## config.mk

```make
export PLATFORM = sky130hd
export DESIGN_NAME = module_controle
export DESIGN_NICKNAME = d
export VERILOG_FILES = /design/src/rtl/module_controle.sv
export SDC_FILE = /design/constraint.sdc
export NUM_CORES = 1
export LEC_CHECK = 0
export ABC_AREA = 0
export CAP_MARGIN = 40
export CORE_ASPECT_RATIO = 0.9
export CORE_UTILIZATION = 57
export CTS_BUF_LIST = sky130_fd_sc_hd__clkbuf_8 sky130_fd_sc_hd__clkbuf_16
export CTS_CLUSTER_SIZE = 14
export DETAILED_ROUTE_END_ITERATION = 8
export GPL_TIMING_DRIVEN = 0
export HOLD_SLACK_MARGIN = 0.05
export PLACE_DENSITY = 0.88
export SYNTH_ARGS = -nofsm -noshare
export SYNTH_HDL_FRONTEND = slang
export SYNTH_SLANG_ARGS = --single-unit
```

## constraint.sdc

```tcl
create_clock -name clk -period 2.2 [get_ports clk]
set_input_delay 0.22 -clock clk [delete_from_list [all_inputs] [get_ports clk]]
set_output_delay 0.22 -clock clk [all_outputs]
set_load 0.05 [all_outputs]
```

## src/rtl/module_controle.sv

```systemverilog
// Instruction sequencer for the Mini-CPU: fetches operands, drives module_alu, writes results back.
// Optional instruction counter port enabled by defining MODULE_CONTROLE_CONT_EN.
module module_controle #(
    parameter int ALU_LAT = 2,
    parameter int NREG    = 8
) (
    input  logic        clk,
    input  logic        reset,
    input  logic [17:0] instr,
    input  logic        instr_valid,
    output logic        instr_ready,
    input  logic [15:0] alu_saida,
    output logic [2:0]  opcode,
    output logic [15:0] valor1,
    output logic [15:0] valor2,
    output logic        sinalImm,
    output logic [5:0]  Imm,
    output logic [15:0] display,
    output logic        display_upd,
    output logic        busy
`ifdef MODULE_CONTROLE_CONT_EN
    ,
    output logic [15:0] instr_count
`endif
);

    localparam int CW = $clog2(ALU_LAT + 1);
    localparam logic [2:0] OP_CLEAR   = 3'd6;
    localparam logic [2:0] OP_DISPLAY = 3'd7;

    typedef enum logic [2:0] {
        S_IDLE  = 3'd0,
        S_ISSUE = 3'd1,
        S_WAIT  = 3'd2,
        S_WB    = 3'd3,
        S_SHOW  = 3'd4
    } state_t;

    state_t        r_state;
    state_t        w_next;
    logic [17:0]   r_instr;
    logic [CW-1:0] r_cnt;
    logic [15:0]   r_rf [NREG];
    logic [2:0]    r_opcode;
    logic [15:0]   r_valor1;
    logic [15:0]   r_valor2;
    logic          r_sinal;
    logic [5:0]    r_imm;
    logic [15:0]   r_display;
    logic          r_display_upd;
    logic [15:0]   r_instr_count;

    logic [2:0]    w_rd;
    logic [2:0]    w_rs1;
    logic [2:0]    w_rs2;

    assign w_rd  = r_instr[14:12];
    assign w_rs1 = r_instr[11:9];
    assign w_rs2 = r_instr[8:6];

    always_ff @(posedge clk) begin
        if (reset) begin
            r_state <= S_IDLE;
        end else begin
            r_state <= w_next;
        end
    end

    // WAIT lasts exactly ALU_LAT cycles: leave when the counter is about to hit zero.
    always_comb begin
        w_next = r_state;
        case (r_state)
            S_IDLE: begin
                if (instr_valid) begin
                    w_next = (instr[17:15] == OP_DISPLAY) ? S_SHOW : S_ISSUE;
                end
            end
            S_ISSUE: w_next = S_WAIT;
            S_WAIT:  if (r_cnt == CW'(1)) w_next = S_WB;
            S_WB:    w_next = S_IDLE;
            S_SHOW:  w_next = S_IDLE;
            default: w_next = S_IDLE;
        endcase
    end

    always_comb begin
        instr_ready = (r_state == S_IDLE);
        busy        = (r_state != S_IDLE);
    end

    always_ff @(posedge clk) begin
        if (reset) begin
            r_instr       <= '0;
            r_cnt         <= '0;
            r_opcode      <= OP_CLEAR;
            r_valor1      <= '0;
            r_valor2      <= '0;
            r_sinal       <= 1'b0;
            r_imm         <= '0;
            r_display     <= '0;
            r_display_upd <= 1'b0;
            r_instr_count <= '0;
            for (int i = 0; i < NREG; i++) begin
                r_rf[i] <= '0;
            end
        end else begin
            r_display_upd <= 1'b0;
            case (r_state)
                S_IDLE: begin
                    if (instr_valid) begin
                        r_instr <= instr;
                    end
                end
                S_ISSUE: begin
                    r_opcode <= r_instr[17:15];
                    r_valor1 <= r_rf[w_rs1];
                    r_valor2 <= r_rf[w_rs2];
                    r_sinal  <= r_instr[6];
                    r_imm    <= r_instr[5:0];
                    r_cnt    <= CW'(ALU_LAT);
                end
                S_WAIT: begin
                    r_cnt <= r_cnt - 1'b1;
                end
                S_WB: begin
                    r_rf[w_rd]    <= alu_saida;
                    r_instr_count <= r_instr_count + 16'd1;
                end
                S_SHOW: begin
                    // Pulse is registered so it lines up with the new display value.
                    r_display     <= r_rf[w_rs1];
                    r_display_upd <= 1'b1;
                    r_instr_count <= r_instr_count + 16'd1;
                end
                default: ;
            endcase
        end
    end

    assign opcode      = r_opcode;
    assign valor1      = r_valor1;
    assign valor2      = r_valor2;
    assign sinalImm    = r_sinal;
    assign Imm         = r_imm;
    assign display     = r_display;
    assign display_upd = r_display_upd;

`ifdef MODULE_CONTROLE_CONT_EN
    assign instr_count = r_instr_count;
`else
    logic w_unused_count;
    assign w_unused_count = ^r_instr_count;
`endif

endmodule

```

==> results.cfg, run 1 <==
[die]
fp.dieW_um = 140.0
core.rowCount = 45
initial_core_util = 0.5805
coreArea_um2 = 16830
boundaryPins = 98
dieArea_um2 = 17670
die_y_um = 126.2

[run]
drv_cap = 0

[pwr]
p_total_mw = 9.528
peakVddDrop_v = 0.0004252
power_density_nw_per_um2 = 811.1
p_leak_nw = 4.173

[global_routing]
grt_pass1_vias = 6795
track_usage = 0.2767
grt_max_degree = 17
antenna_found_initial = 0
overflow = 0
grt_pass1_wl_um = 37430

[synthesis]
yosysSeqAreaShare = 0.5674
synthCells = 851
synth_edf_count = 128
netlist.area_leader.share = 0.3933
synth_area_leader_cell = edfxtp_1
synth-seq-cells = 213
synth_ff_type = edfxtp_1
ys_warn_count = 0
synth_area_um2 = 9773
synth_cell_type_count = 39
synthTopCellsByArea = edfxtp_1, dfxtp_1, mux2i_1
async_reset_ff_frac = 0
syn_area_per_cell_um2 = 11.48
synth_nets = 889

[critical_path]
crit_path_start_kind = register
critPathRequiredTime_ps = 2560
worstPathArrival_ps = 2440
critPathKind = reg -> reg
cp-end-kind = register
worstPathMaxFanout = 10

[placement]
port_buffers = 96
dp_hpwl_um = 17270
gp_congestion = 0.8860
dp.cells = 1158

[final_layout]
nNetsFinal = 1010
final_common_cell = and2_1
antenna_cells = 0
finalNonFillerCells = 1199
area_growth_pct = 20.19
drive_above_1_share = 0.1134
layout_common_cells = and2_1, edfxtp_1, mux2i_1
fill_cells = 1101

[timing]
maxSlewHeadroom = 0.6057
rsz0062_at_grt = false
slew_violations = 0
finalCritPeriodShare = 0.9431
post-route-min-period_ps = 2075
tightest_slew_ps = 591.4
clock-skew-final_ps = 20.27
timing.fmax_ghz = 0.4820
finalSetupTns_ps = 0
setup_viol = 0
holdWs_ps = 217.8
finalHoldViolations = 0

[routing]
drc_errors = 0
dr.pass1.iters = 5
route.detailed.wl_per_inst_um = 20.50
vias = 7196
ant_nets = 0
viasPerCell = 6.002
wl_um = 24580
initialDrtViolationCount = 618

[worst_hold_path]
min_path_type = in -> reg

[clocking]
htree_levels = 1
cts-root-buf = clkbuf_16
clk_path_buf_depth = 3
cts_buffers = 22
clock-sinks = 213
worst_skew_pair.late_latency_ps = 510
clkSlewWorstSetupHoldPaths_ps = 60
hold_buffers = 0
cts_tree = yes

[status]
status = finished clean
[layout make-up]
| class | count | area (µm²) | share of cell area |
|---|---|---|---|
| Clock buffer | 25 | 603.1 | 0.05134 |
| Timing Repair Buffer | 97 | 969.7 | 0.08255 |
| Sequential cell | 213 | 5545 | 0.4721 |
| Tap cell | 211 | 264.0 | 0.02248 |
| Multi-Input combinational cell | 572 | 3968 | 0.3378 |
| Buffer | 63 | 296.5 | 0.02524 |
| Clock inverter | 15 | 88.84 | 0.007563 |
| Inverter | 3 | 11.26 | 0.0009587 |
[kinds of logic (layout without fill, tap and decap cells)]
group                    Yosys count  after routing  synth area share
AND/OR/NAND/NOR                  299            299            0.1632
flip-flops                       213            213            0.5674
AO/OA/AOI/OAI                    142            142           0.09973
multiplexers                     129            129            0.1361
buffers and inverters             66            203           0.03137
adder cells (fa/ha/maj)            1              1          0.001280
XOR/XNOR                           1              1         0.0008963
[repair_timing]
item	4_1_cts	5_1_grt
resized for setup	4	13
endpoints found under the setup margin	52	171
setup buffers	0	1
pin swaps	0	1
hold endpoints to repair	0	0
[registers in the layout, indices dropped and copies added, names as in the netlist, named ones only]
signal       count
r_rf           128
r_instr         18
display         16
valor1          16
valor2          16
Imm              6
opcode           3
r_state          3
r_cnt            2
display_upd      1
sinalImm         1
[worst max-delay path, cell delays in order, from the launching register on]
cell and delay [ps]:
dfxtp_1 300, clkbuf_2 180, inv_1 130, or3_1 350, clkbuf_1 250, clkbuf_1 350
a21oi_1 310, nor3_1 70
[synthesized netlist by cell type (16+ instances only)]
| cell | n |
|---|---|
| a22oi_1 | 47 |
| clkbuf_1 | 33 |
| edfxtp_1 | 128 |
| dfxtp_1 | 85 |
| nand2_1 | 64 |
| nor3_1 | 19 |
| and2_1 | 130 |
| mux2i_1 | 98 |
| mux2_2 | 31 |
| buf_2 | 16 |
| a211oi_1 | 32 |
| nor2_1 | 54 |
| a21oi_1 | 43 |
[through the flow]
stage | instance area, µm² | util | worst slack [ps]
after floorplan | 9778 | - | 186.2
after detailed placement | 11000 | 0.6536 | -149.7
after global placement | 11000 | 0.6536 | -76.63
after CTS | 11700 | 0.6951 | -64.24
final | 11750 | 0.6977 | 125.2
after global routing | 11750 | 0.6977 | 20.77
[power by group]
group          total [mW]  internal, mW  switching (mW)
combinational        1.45         0.518           0.934
sequential           4.53          4.41           0.119
clock                3.55          2.07            1.48
total                9.53          6.99            2.54
[routing by layer]
layer / GRT usage / part of all wire
met1: 0.3747 / 0.41
met4: 0.07886 / 0.021
met3: 0.05513 / 0.11
met5: 0 / 0
met2: 0.4538 / 0.46
[path summary, 6_finish.rpt]
path / start / slack (ps) / depth (start not counted) / to
worst min register to register: r_instr[5]$_SDFFE_PP0N_ / 460 / 2 / Imm[5]$_SDFFE_PP0N_
worst max register to register: r_state[0]$_SDFFE_PP0P_ / 130 / 7 / valor2[10]$_SDFFE_PP0N_
worst max-delay path: r_state[0]$_SDFFE_PP0P_ / 130 / 7 / valor2[10]$_SDFFE_PP0N_
worst min-delay path: reset / 220 / 3 / r_state[0]$_SDFFE_PP0P_
(Power assumes the default switching activity.)
==> inputs of run 2 (changes only) <==
--- a/config.mk
+++ b/config.mk
@@ -9,7 +9,6 @@
 export CAP_MARGIN = 40
 export CORE_ASPECT_RATIO = 0.9
 export CORE_UTILIZATION = 57
-export CTS_BUF_LIST = sky130_fd_sc_hd__clkbuf_8 sky130_fd_sc_hd__clkbuf_16
 export CTS_CLUSTER_SIZE = 14
 export DETAILED_ROUTE_END_ITERATION = 8
 export GPL_TIMING_DRIVEN = 0
==> run 2 against run 1 <==
Compared with the run above: die area stayed put; utilization hardly changed; first-iteration DRC count is 2.9% lower; total power is 0.38% higher; cell count stayed put; clock skew is 2.4 ps higher; non-clock buffer count stayed put; critical path depth is 1 lower; largest cell class unchanged; largest power group unchanged.
==> results.cfg, run 2 (synthesis results as in run 1) <==
[status]
status = finished clean

[placement]
port_buffers = 96
dp_hpwl_um = 17270
gp_congestion = 0.8860
dpl_worst_slack_ps = -149.7

[final_layout]
nNetsFinal = 1010
regMostFlops = r_rf
area_growth_pct = 20.20
largest_reg_flops = 128
fill_cells = 1102
drive_above_1_share = 0.1144
layout_common_cells = and2_1, edfxtp_1, mux2i_1
multiInputGateArea_um2 = 3968
antenna_cells = 0
final_common_cell = and2_1
largest_registers = r_rf: 128 flops, r_instr: 18 flops
seq_area_um2 = 5545

[timing]
finalCritPeriodShare = 0.9501
tightest_slew_ps = 597.5
rsz0062_at_grt = false
slew_violations = 0
maxSlewHeadroom = 0.6016
finalHoldViolations = 0
setup_viol = 0
holdWs_ps = 229.7
timing.fmax_ghz = 0.4784
post-route-min-period_ps = 2090
clock-skew-final_ps = 22.66
finalWorstSetupSlack_ps = 109.8

[die]
boundaryPins = 98
fp.dieW_um = 140.0
dieArea_um2 = 17670
core.rowCount = 45
die_y_um = 126.2
initial_core_util = 0.5805
coreArea_um2 = 16830

[routing]
wl_um = 24590
viasPerCell = 5.999
initialDrtViolationCount = 600
ant_nets = 0
route.detailed.wl_per_inst_um = 20.51
drc_errors = 0
dr.pass1.iters = 5
vias = 7193

[pwr]
seqPwrFrac = 0.473
power_density_nw_per_um2 = 814.1
p_sw_frac = 0.2651
comb_power_share = 0.152
switchingPower_mw = 2.536
peakVddDrop_v = 0.0004255
p_leak_nw = 4.147
pwr-share-clk = 0.375
power.internal_mw = 7.028

[clocking]
clock-sinks = 213
cts-root-buf = clkbuf_16
cts_tree = yes
htree_levels = 1
cts_buffers = 22
hold_buffers = 0
clkSlewWorstSetupHoldPaths_ps = 60
clk_path_buf_depth = 3
worst_skew_pair.late_latency_ps = 510

[run]
drv_cap = 0

[global_routing]
grt_pass1_wl_um = 37430
grt_max_degree = 17
track_usage = 0.2767
overflow = 0
grt_pass1_vias = 6795
antenna_found_initial = 0

[critical_path]
crit_path_start_kind = register
worstPathMaxFanout = 10
critPathKind = reg -> reg
worstPathArrival_ps = 2450
critPathRequiredTime_ps = 2560
cp-end-kind = register

[worst_hold_path]
min_path_type = in -> reg
-- run 2: through the flow --
step	total power [mW]	util	area, µm²	setup TNS, ps	cells
3_5_place_dp	6.020	0.6536	11000	-4168	1158
2_1_floorplan	5.503	-	9778	0	851
4_1_cts	9.539	0.6951	11700	-1711	1198
3_3_place_gp	5.978	0.6536	11000	-1509	1158
5_1_grt	9.808	0.6978	11750	0	1199
6_report	9.564	0.6978	11750	0	1199
-- run 2: path summary, 6_finish.rpt --
check	startpoint	endpoint	slack, ps	cells past startpoint
max	r_instr[7]$_SDFFE_PP0N_	valor2[10]$_SDFFE_PP0N_	110	6
min	reset	r_state[0]$_SDFFE_PP0P_	230	3
max reg2reg	r_instr[7]$_SDFFE_PP0N_	valor2[10]$_SDFFE_PP0N_	110	6
min reg2reg	Imm[5]$_SDFFE_PP0N_	Imm[5]$_SDFFE_PP0N_	450	2
-- run 2: area by class of cell --
| class | instances | area share |
|---|---|---|
| Sequential cell | 213 | 0.4720 |
| Multi-Input combinational cell | 572 | 0.3377 |
| Timing Repair Buffer | 97 | 0.08254 |
| Clock buffer | 32 | 0.05368 |
| Buffer | 63 | 0.02524 |
| Tap cell | 211 | 0.02247 |
| Clock inverter | 8 | 0.005325 |
| Inverter | 3 | 0.0009586 |
-- run 2: per-layer routing --
| metal | share of wire | vias to the layer above | GRT usage | wire length, µm |
|---|---|---|---|---|
| li1 | - | 3322 | - | - |
| met1 | 0.43 | 3446 | 0.3747 | 10480 |
| met2 | 0.46 | 379 | 0.4538 | 11370 |
| met3 | 0.092 | 46 | 0.05513 | 2254 |
| met4 | 0.020 | 0 | 0.07886 | 482 |
| met5 | 0 | - | 0 | 0 |
-- run 2: timing repair --
item / CTS / global route
endpoints found under the setup margin: 52 / 171
setup buffers: 0 / 1
resized for setup: 4 / 13
hold endpoints to repair: 0 / 0
pin swaps: 0 / 1
-- run 2: power groups by stage --
| stage | Sequential [mW] | Combinational, mW | Clock [mW] |
|---|---|---|---|
| 4_1_cts | 4.52 | 1.43 | 3.59 |
| 3_3_place_gp | 4.59 | 1.38 | 0 |
| 5_1_grt | 4.54 | 1.53 | 3.74 |
| 6_report | 4.53 | 1.45 | 3.58 |
| 2_1_floorplan | 4.80 | 0.703 | 0 |
| 3_5_place_dp | 4.61 | 1.41 | 0 |
-- run 2: worst max-delay path: stages (launching register included) --
cell and delay [ps]:
dfxtp_1 420, and2_1 150, clkbuf_1 340, clkbuf_1 510
a22oi_1 180, a21oi_1 270, nor3_1 70
==> inputs of run 3 (changes only) <==
--- a/config.mk
+++ b/config.mk
@@ -8,6 +8,7 @@
 export ABC_AREA = 0
 export CAP_MARGIN = 40
 export CORE_ASPECT_RATIO = 0.9
+export CORE_MARGIN = 2
 export CORE_UTILIZATION = 57
 export CTS_CLUSTER_SIZE = 14
 export DETAILED_ROUTE_END_ITERATION = 8
==> run 3 against run 2 <==
Compared with the run above: cell area up 0.70%; die area increased by 3.0%; via count rose by 1.2%; largest cell class unchanged; critical endpoint unchanged; sequential power hardly changed.
==> results.cfg, run 3 (synthesis results as in run 1) <==
[status]
status = finished clean

[final_layout]
final_common_cell = and2_1
nNetsFinal = 1011
largest_registers = r_rf: 128 flops, r_instr: 18 flops
layout_common_cells = and2_1, edfxtp_1, mux2i_1
regMostFlops = r_rf
drive_above_1_share = 0.1193
largest_reg_flops = 128
area_growth_pct = 21.05
antenna_cells = 0
finalNonFillerCells = 1200
fill_cells = 1127

[critical_path]
cp-end-kind = register
critPathKind = reg -> reg
ff2ff_path_depth = 6
worstPathArrival_ps = 2450
crit_start = r_instr[7]$_SDFFE_PP0N_
crit_path_end = valor2[10]$_SDFFE_PP0N_
path_buf_inv = 2
cp_cell_sequence = and2_1, clkbuf_1, clkbuf_1, a22oi_1, a21oi_1, nor3_1
crit_path_start_kind = register
worstPathMaxFanout = 10
slowest_stage = clkbuf_1
path_delay_family = buffers and inverters
critPathRequiredTime_ps = 2570
reg2reg_to = valor2[10]$_SDFFE_PP0N_
r2r_start = r_instr[7]$_SDFFE_PP0N_
crit_cells = 6
cp_common_cell = clkbuf_1
slowest_delay_ps = 510
regToRegSetupSlack_ps = 120

[placement]
port_buffers = 96
gp_congestion = 0.8531
dp.cells = 1158
dp_hpwl_um = 17530

[global_routing]
grt_max_degree = 17
antenna_found_initial = 0
track_usage = 0.2750
grt_pass1_vias = 6936
overflow = 0
grt_pass1_wl_um = 38410

[timing]
maxSlewHeadroom = 0.5745
rsz0062_at_grt = false
tightest_slew_ps = 638.2
finalHoldViolations = 0
timing.fmax_ghz = 0.4806
setup_viol = 0
finalCritPeriodShare = 0.9457
slew_violations = 0
clock-skew-final_ps = 6.813
post-route-min-period_ps = 2081

[pwr]
power_density_nw_per_um2 = 830.7
p_leak_nw = 4.189
comb_power_share = 0.149
power.internal_mw = 7.247
seqPwrFrac = 0.461
peakVddDrop_v = 0.0004228
switchingPower_mw = 2.579
p_sw_frac = 0.2625
p_total_mw = 9.827
pwr-share-clk = 0.390

[clocking]
cts_tree = yes
clock-sinks = 213
htree_levels = 1
hold_buffers = 0
worst_skew_pair.late_latency_ps = 510
cts-root-buf = clkbuf_16
cts_buffers = 22
clk_path_buf_depth = 3
clkSlewWorstSetupHoldPaths_ps = 60

[routing]
dr.pass1.iters = 5
viasPerCell = 6.068
route.detailed.wl_per_inst_um = 21.06
wl_um = 25270
drc_errors = 0
ant_nets = 0
vias = 7281
initialDrtViolationCount = 819

[die]
boundaryPins = 98
die_y_um = 128.2
initial_core_util = 0.5805
dieArea_um2 = 18210
fp.dieW_um = 142.0
core.rowCount = 45
coreArea_um2 = 16830

[worst_hold_path]
min_path_type = in -> reg

[run]
drv_cap = 0
==> run 3: changes by cell type in the layout (fill, tap and decap cells not counted) <==
cell       change
clkbuf_8       +4
clkbuf_1       -3
clkbuf_16      +3
clkinv_2       -2
bufinv_16      -1
clkbuf_2       -1
clkinv_1       -1
inv_4          +1
or2_2          +1
==> run 3: worst min path at each step <==
stage,start,end,slack (ps),cells past startpoint
2_1_floorplan,instr[0],r_instr[0]$_SDFFE_PP0N_,360,2
3_3_place_gp,r_instr[4]$_SDFFE_PP0N_,Imm[4]$_SDFFE_PP0N_,440,2
5_1_grt,reset,r_state[0]$_SDFFE_PP0P_,220,3
6_report,reset,r_state[0]$_SDFFE_PP0P_,210,3
4_1_cts,reset,r_state[0]$_SDFFE_PP0P_,200,3
3_5_place_dp,r_instr[2]$_SDFFE_PP0N_,Imm[2]$_SDFFE_PP0N_,450,2
==> run 3: metrics by stage <==
stage | area, µm² | setup TNS (ps) | util | hold WS [ps] | setup WS (ps)
after floorplan | 9778 | 0 | - | 356.0 | 186.2
after global placement | 11000 | -1354 | 0.6536 | 437.2 | -75.29
after detailed placement | 11000 | -4562 | 0.6536 | 445.4 | -194.0
after CTS | 11790 | -93.16 | 0.7003 | 195.8 | -26.95
after global routing | 11830 | 0 | 0.7027 | 218.9 | 19.54
final | 11830 | 0 | 0.7027 | 208.5 | 119.5
==> run 3: timing repair <==
action,4_1_cts,5_1_grt
cloned,0,1
gates resized for setup,7,10
buffers inserted,0,1
pin swaps,0,1
endpoints found under the setup margin,91,155
endpoints found under the hold margin,0,0
==> run 3: worst min-delay path: stages <==
cell and delay [ps]:
buf_2 200, nor2_1 80, and3_1 160
==> run 3: layout make-up <==
cell class / count / area [µm²] / area share
Sequential cell: 213 / 5545 / 0.4687
Multi-Input combinational cell: 573 / 3974 / 0.3359
Timing Repair Buffer: 97 / 969.7 / 0.08197
Clock buffer: 35 / 744.5 / 0.06293
Buffer: 63 / 296.5 / 0.02507
Tap cell: 211 / 264.0 / 0.02232
Clock inverter: 5 / 25.02 / 0.002115
Inverter: 3 / 11.26 / 0.0009519
==> run 3: power groups by stage <==
stage	registers [mW]	clock network, mW	logic [mW]
after floorplan	4.80	0	0.703
after global placement	4.59	0	1.39
after detailed placement	4.60	0	1.42
after CTS	4.52	3.84	1.44
after global routing	4.54	4.01	1.54
final	4.53	3.83	1.47
==> run 3: layer usage <==
layer	wire length, µm	part of all wire	track usage	up-vias
li1	-	-	-	3333
met1	10620	0.42	0.3921	3490
met2	11630	0.46	0.4379	405
met3	2345	0.093	0.03773	53
met4	678	0.027	0.09118	0
met5	0	0	0	-
